File: config.mk
export PLATFORM = sky130hd
export DESIGN_NAME = mem_port_arbiter
export DESIGN_NICKNAME = d
export VERILOG_FILES = /design/src/rtl/mem_arb_pkg.sv /design/src/rtl/mem_arb_pick.sv /design/src/rtl/mem_port_arbiter.sv
export SDC_FILE = /design/constraint.sdc
export NUM_CORES = 1
export LEC_CHECK = 0
export BUFFER_PORTS_ARGS = -buffer_cell sky130_fd_sc_hd__buf_4
export CORE_AREA = 2 2 104 106
export CTS_BUF_LIST = sky130_fd_sc_hd__clkbuf_4 sky130_fd_sc_hd__clkbuf_8
export CTS_CLUSTER_DIAMETER = 50
export CTS_CLUSTER_SIZE = 16
export DETAILED_ROUTE_END_ITERATION = 8
export DIE_AREA = 0 0 106 108
export PLACE_DENSITY_LB_ADDON = 0.1
export SLEW_MARGIN = 5
export SYNTH_ARGS = -nofsm -noshare
export SYNTH_HDL_FRONTEND = slang
export SYNTH_SLANG_ARGS = --single-unit
File: constraint.sdc
create_clock -name w_clk -period 2.4 [get_ports w_clk]
set_input_delay 0.24 -clock w_clk [delete_from_list [all_inputs] [get_ports w_clk]]
set_output_delay 0.24 -clock w_clk [all_outputs]
set_load 0.02 [all_outputs]
File: src/rtl/mem_arb_pkg.sv
// Shared types and constants for the two-port memory arbiter.
package mem_arb_pkg;

  typedef enum logic {
    ARB_IDLE   = 1'b0,
    ARB_LOCKED = 1'b1
  } arbState_t;

  localparam logic OWN_IF = 1'b0;
  localparam logic OWN_D  = 1'b1;

  localparam int IDX_W = 6;

endpackage

File: src/rtl/mem_arb_pick.sv
// Combinational grant policy for the memory arbiter.
// ARB_ROUND_ROBIN_EN selects round-robin on conflicts; otherwise data has fixed priority.
module mem_arb_pick
  import mem_arb_pkg::*;
(
  input  logic      i_ifReq,
  input  logic      i_dReq,
  input  logic      i_last,
  input  arbState_t i_state,
  output logic      o_ifGnt,
  output logic      o_dGnt
);

`ifndef ARB_ROUND_ROBIN_EN
  logic w_unusedLast;
  assign w_unusedLast = i_last;
`endif

  // While locked only the data side may proceed; conflicts resolve by policy.
  always_comb begin
    o_ifGnt = 1'b0;
    o_dGnt  = 1'b0;
    if (i_state == ARB_LOCKED) begin
      o_dGnt = i_dReq;
    end else if (i_ifReq && i_dReq) begin
`ifdef ARB_ROUND_ROBIN_EN
      if (i_last == OWN_D) begin
        o_ifGnt = 1'b1;
      end else begin
        o_dGnt = 1'b1;
      end
`else
      o_dGnt = 1'b1;
`endif
    end else begin
      o_ifGnt = i_ifReq;
      o_dGnt  = i_dReq;
    end
  end

endmodule

File: src/rtl/mem_port_arbiter.sv
// Shares one combinational-read memory between fetch and load/store ports,
// with registered read data and a data-side lock. Policy macro: ARB_ROUND_ROBIN_EN.
module mem_port_arbiter
  import mem_arb_pkg::*;
#(
  parameter int ADDR_W = 32,
  parameter int DATA_W = 32,
  parameter int IDX_LO = 2
) (
  input  logic              w_clk,
  input  logic              w_rst,
  input  logic              w_if_req,
  input  logic [ADDR_W-1:0] w_if_addr,
  output logic              w_if_gnt,
  output logic              w_if_rvalid,
  output logic [DATA_W-1:0] w_if_rdata,
  input  logic              w_d_req,
  input  logic              w_d_we,
  input  logic              w_d_lock,
  input  logic [ADDR_W-1:0] w_d_addr,
  input  logic [DATA_W-1:0] w_d_wdata,
  output logic              w_d_gnt,
  output logic              w_d_rvalid,
  output logic [DATA_W-1:0] w_d_rdata,
  output logic [ADDR_W-1:0] w_mem_addr,
  output logic              w_mem_we,
  output logic [DATA_W-1:0] w_mem_wdata,
  input  logic [DATA_W-1:0] w_mem_rdata
);

  // The memory decodes the word index itself; the full byte address is forwarded.
  localparam int unusedIdxHi = IDX_LO + IDX_W - 1;

  arbState_t         r_state;
  arbState_t         w_stateNext;
  logic              r_last;
  logic              w_pickIf;
  logic              w_pickD;
  logic              w_ifGnt;
  logic              w_dGnt;
  logic              r_ifRvalid;
  logic              r_dRvalid;
  logic [DATA_W-1:0] r_ifRdata;
  logic [DATA_W-1:0] r_dRdata;

  mem_arb_pick u_pick (
    .i_ifReq (w_if_req),
    .i_dReq  (w_d_req),
    .i_last  (r_last),
    .i_state (r_state),
    .o_ifGnt (w_pickIf),
    .o_dGnt  (w_pickD)
  );

  // No access may be granted while reset is held.
  assign w_ifGnt = w_pickIf & ~w_rst;
  assign w_dGnt  = w_pickD & ~w_rst;

  always_ff @(posedge w_clk or posedge w_rst) begin
    if (w_rst) begin
      r_state <= ARB_IDLE;
      r_last  <= OWN_IF;
    end else begin
      r_state <= w_stateNext;
      if (w_dGnt) begin
        r_last <= OWN_D;
      end else if (w_ifGnt) begin
        r_last <= OWN_IF;
      end
    end
  end

  always_comb begin
    w_stateNext = r_state;
    w_mem_addr  = '0;
    w_mem_we    = 1'b0;
    w_mem_wdata = w_d_wdata;
    case (r_state)
      ARB_IDLE: begin
        if (w_dGnt && w_d_lock) begin
          w_stateNext = ARB_LOCKED;
        end
      end
      ARB_LOCKED: begin
        if ((w_dGnt && !w_d_lock) || (!w_d_req && !w_d_lock)) begin
          w_stateNext = ARB_IDLE;
        end
      end
      default: w_stateNext = ARB_IDLE;
    endcase
    if (w_dGnt) begin
      w_mem_addr = w_d_addr;
      w_mem_we   = w_d_we;
    end else if (w_ifGnt) begin
      w_mem_addr = w_if_addr;
    end
  end

  // Read data is captured in the grant cycle and presented one cycle later.
  always_ff @(posedge w_clk or posedge w_rst) begin
    if (w_rst) begin
      r_ifRvalid <= 1'b0;
      r_dRvalid  <= 1'b0;
      r_ifRdata  <= '0;
      r_dRdata   <= '0;
    end else begin
      r_ifRvalid <= w_ifGnt;
      r_dRvalid  <= w_dGnt & ~w_d_we;
      if (w_ifGnt) begin
        r_ifRdata <= w_mem_rdata;
      end
      if (w_dGnt && !w_d_we) begin
        r_dRdata <= w_mem_rdata;
      end
    end
  end

  assign w_if_gnt    = w_ifGnt;
  assign w_d_gnt     = w_dGnt;
  assign w_if_rvalid = r_ifRvalid;
  assign w_d_rvalid  = r_dRvalid;
  assign w_if_rdata  = r_ifRdata;
  assign w_d_rdata   = r_dRdata;

endmodule

==> impl_metrics.csv <==
group,metric,value,unit
route,dr.pass1.iters,4,
grt,grt_use_met1,19.3,%
placement,dp_hpwl,6.94,mm
logic_synthesis,synth_top_area_share,46.3,%
setup_path,rr_worst_depth,3,
grt,antenna_found_initial,0,
logic_synthesis,synth-simple-area-share,14.8,%
die,io_pins,267,
route,dr.first_iter.drc_count,108,
clock_network,post-cts-setup-buffers,0,
clock_network,postCtsResizedCells,0,
logic_synthesis,ys_top_cells_by_area,"dfrtp_1, mux2_4, mux2_2",
die,coreArea,0.0102,mm²
clock_network,clk_latency,0.34,ns
sta,fmax,0.553,GHz
logic_synthesis,synth.area.mux_share,23.2,%
sta,slew_violations,0,
route,routedWlPerCell,15.7,µm
setup_path,end_kind,"primary output",
run,maxCapViolCount,0,
power,combPwrFrac,38.5,%
sta,fin_worst_skew,0.00935,ns
clock_network,clkSlewWorstSetupHoldPaths,0.07,ns
power,leakage,2.45,nW
setup_path,reg2reg_from,"r_state",
die,row_count,37,
route,drt_wl_total,9.28,mm
setup_path,cp_max_fo,34,
logic_synthesis,syn-instance-count,289,
placement,numPortBuffers,202,
finish,layout.nets,586,
power,switching_power,1.23,mW
sta,finalSetupViolCount,0,
power,p_clk_share,21.1,%
clock_network,cts_buffers,9,
sta,fin_crit_sh,75.4,%
clock_network,postCtsHoldBufs,0,
sta,rsz0062_at_grt,"no",
logic_synthesis,synth_xor_area_share,0,%
logic_synthesis,synth-seq-cells,67,
logic_synthesis,synthesis.area,0.00362,mm²
logic_synthesis,synth_top_family_by_area,"multiplexers",
grt,grt_overflow,0,
grt,grt_util_met3,5.42,%
logic_synthesis,synth.largest_area_cell,"dfrtp_1",
setup_path,critPathKind,"reg -> out",
setup_path,reg2reg_to,"w_if_rdata[29]",
sta,hold_viol,0,
setup_path,startpoint,"r_state",
logic_synthesis,synthAdderAreaFrac,0,%
grt,grt_usage,15.6,%
power,p_int,2.55,mW
die,start_util,35.4,%
finish,n_fill_cell,944,
route,via_per_inst,4.74,
sta,tns,0,ns
finish,regArea,0.00168,mm²
power,finalPower,3.78,mW
outcome,status,"complete, no violations",
power,p_sw_share,32.6,%
logic_synthesis,yosysWarnings,0,
finish,fin_util,50.4,%
setup_path,ff2ff_setup_slack,0.90,ns
finish,syn_to_final_growth,42.4,%
logic_synthesis,synth-compound-area-share,4.67,%
route,vias,2807,
clock_network,clock_sinks,67,
clock_network,h-tree-depth,3,
setup_path,crit_required,2.16,ns
route,postRouteAntennaNets,0,
grt,grt_max_degree,69,
sta,finalCriticalPeriod,1.81,ns
grt,grt_pass1_vias,2760,
power,power_frac_seq,40.5,%
logic_synthesis,syn_nets,423,
logic_synthesis,synth.distinct_cells,16,
clock_network,cts_buffer_depth,2,
placement,place_congestion,0.741,
route,drc_errors,0,
setup_path,cp-endpoint,"w_if_gnt",
finish,diodes,0,
finish,multi_input_area,0.00155,mm²
logic_synthesis,avgSynthCellArea,12.5,µm²
finish,layout-drive-gt1-share,63.6,%
clock_network,clockRootBuffer,"clkbuf_8",
setup_path,startpoint_type,"register",
die,die_w,106,µm
sta,max_slew.worst_pin.slew,0.544,ns
grt,grt_busiest_layer,"met2",
clock_network,cts_tree,"done",
power,powerDensity,733,mW/mm²
grt,grt_pass1_wl,14.2,mm
logic_synthesis,ys_seq_area_share,46.3,%
die,dieArea,0.0114,mm²
hold_path,hold_class,"in -> async",
setup_path,arrival,1.57,ns
die,dieHeight,108,µm
sta,max_slew_margin,63.7,%
grt,grt_use_met2,25.5,%
power,irDropWorstVdd,0.290,mV
routing by layer:
layer,up-vias,wire (µm)
met5,-,0
met1,1328,3790
met4,0,112
li1,1317,-
met3,11,918
met2,151,4470
logic make-up (layout without fill, tap and decap cells):
family | after synthesis | count (layout)
AND/OR/NAND/NOR | 68 | 68
flip-flops | 67 | 67
AO/OA/AOI/OAI | 33 | 33
buffers and inverters | 56 | 223
multiplexers | 65 | 65
synth_stat cells, drive strengths merged:
cell type / n
inv: 1
nor3b: 1
clkbuf: 11
nand2: 32
a22o: 1
mux2: 65
buf: 44
nor4b: 1
a21oi: 32
dfrtp: 67
and2: 1
nand4bb: 32
nor2b: 1
state kept, by name (all words and copies together) (netlist names):
| register | count |
|---|---|
| r_state | 1 |
| w_d_rdata | 32 |
| w_d_rvalid | 1 |
| w_if_rdata | 32 |
| w_if_rvalid | 1 |
power groups by stage:
stage / sequential (mW) / combinational, mW / clock [mW]
6_report: 1.53 / 1.45 / 0.797
3_3_place_gp: 1.55 / 1.45 / 0
3_5_place_dp: 1.55 / 1.47 / 0
5_1_grt: 1.56 / 1.54 / 0.878
4_1_cts: 1.53 / 1.47 / 0.828
2_1_floorplan: 1.84 / 0.576 / 0
worst min path at each step:
stage                               start             end  slack, ns  cells past startpoint
final                               w_rst   w_d_rdata[13]       0.12                      2
after global routing      w_mem_rdata[31]  w_if_rdata[31]       0.12                      2
after CTS                           w_rst   w_d_rdata[13]       0.12                      2
after detailed placement            w_rst   w_if_rdata[1]       0.48                      2
after global placement              w_rst   w_if_rdata[1]       0.48                      2
after floorplan                  w_d_lock         r_state       0.39                      1
through the flow:
step	setup slack (ns)	hold WS, ns	cells	cell area, µm²
2_1_floorplan	0.137	0.386	289	3620
3_3_place_gp	0.672	0.477	577	4990
3_5_place_dp	0.632	0.480	577	4990
4_1_cts	0.568	0.115	592	5150
5_1_grt	0.509	0.117	592	5150
6_report	0.591	0.116	592	5150
worst max-delay path: stages (launching register included):
cell and delay (ns):
dfrtp_1 0.40, nor4b_4 0.31, buf_12 0.30, buf_4 0.20
cells in the final DEF, fill, tap and decap left out:
cell        netlist  routed
nand4bb_1        32      32
a22o_1            1       1
clkbuf_8          0      10
clkinv_2          0       3
dfrtp_1          67      67
a21oi_1          32      32
nor2b_1           1       1
nor4b_4           1       1
buf_4            36     204
mux2_4           29      29
mux2_2           36      36
buf_12            0       3
nand2_1          32      32
nor3b_4           1       1
and2_1            1       1
clkinvlp_4        0       2
inv_2             0       1
final cells by class:
class	instances	share of cell area [%]
Inverter	1	0.0728
Tap cell	136	3.30
Sequential cell	67	32.5
Clock buffer	10	2.67
Timing Repair Buffer	207	30.9
Multi-Input combinational cell	166	30.0
Clock inverter	5	0.583
Note: power is estimated with default switching activity, not from simulation.
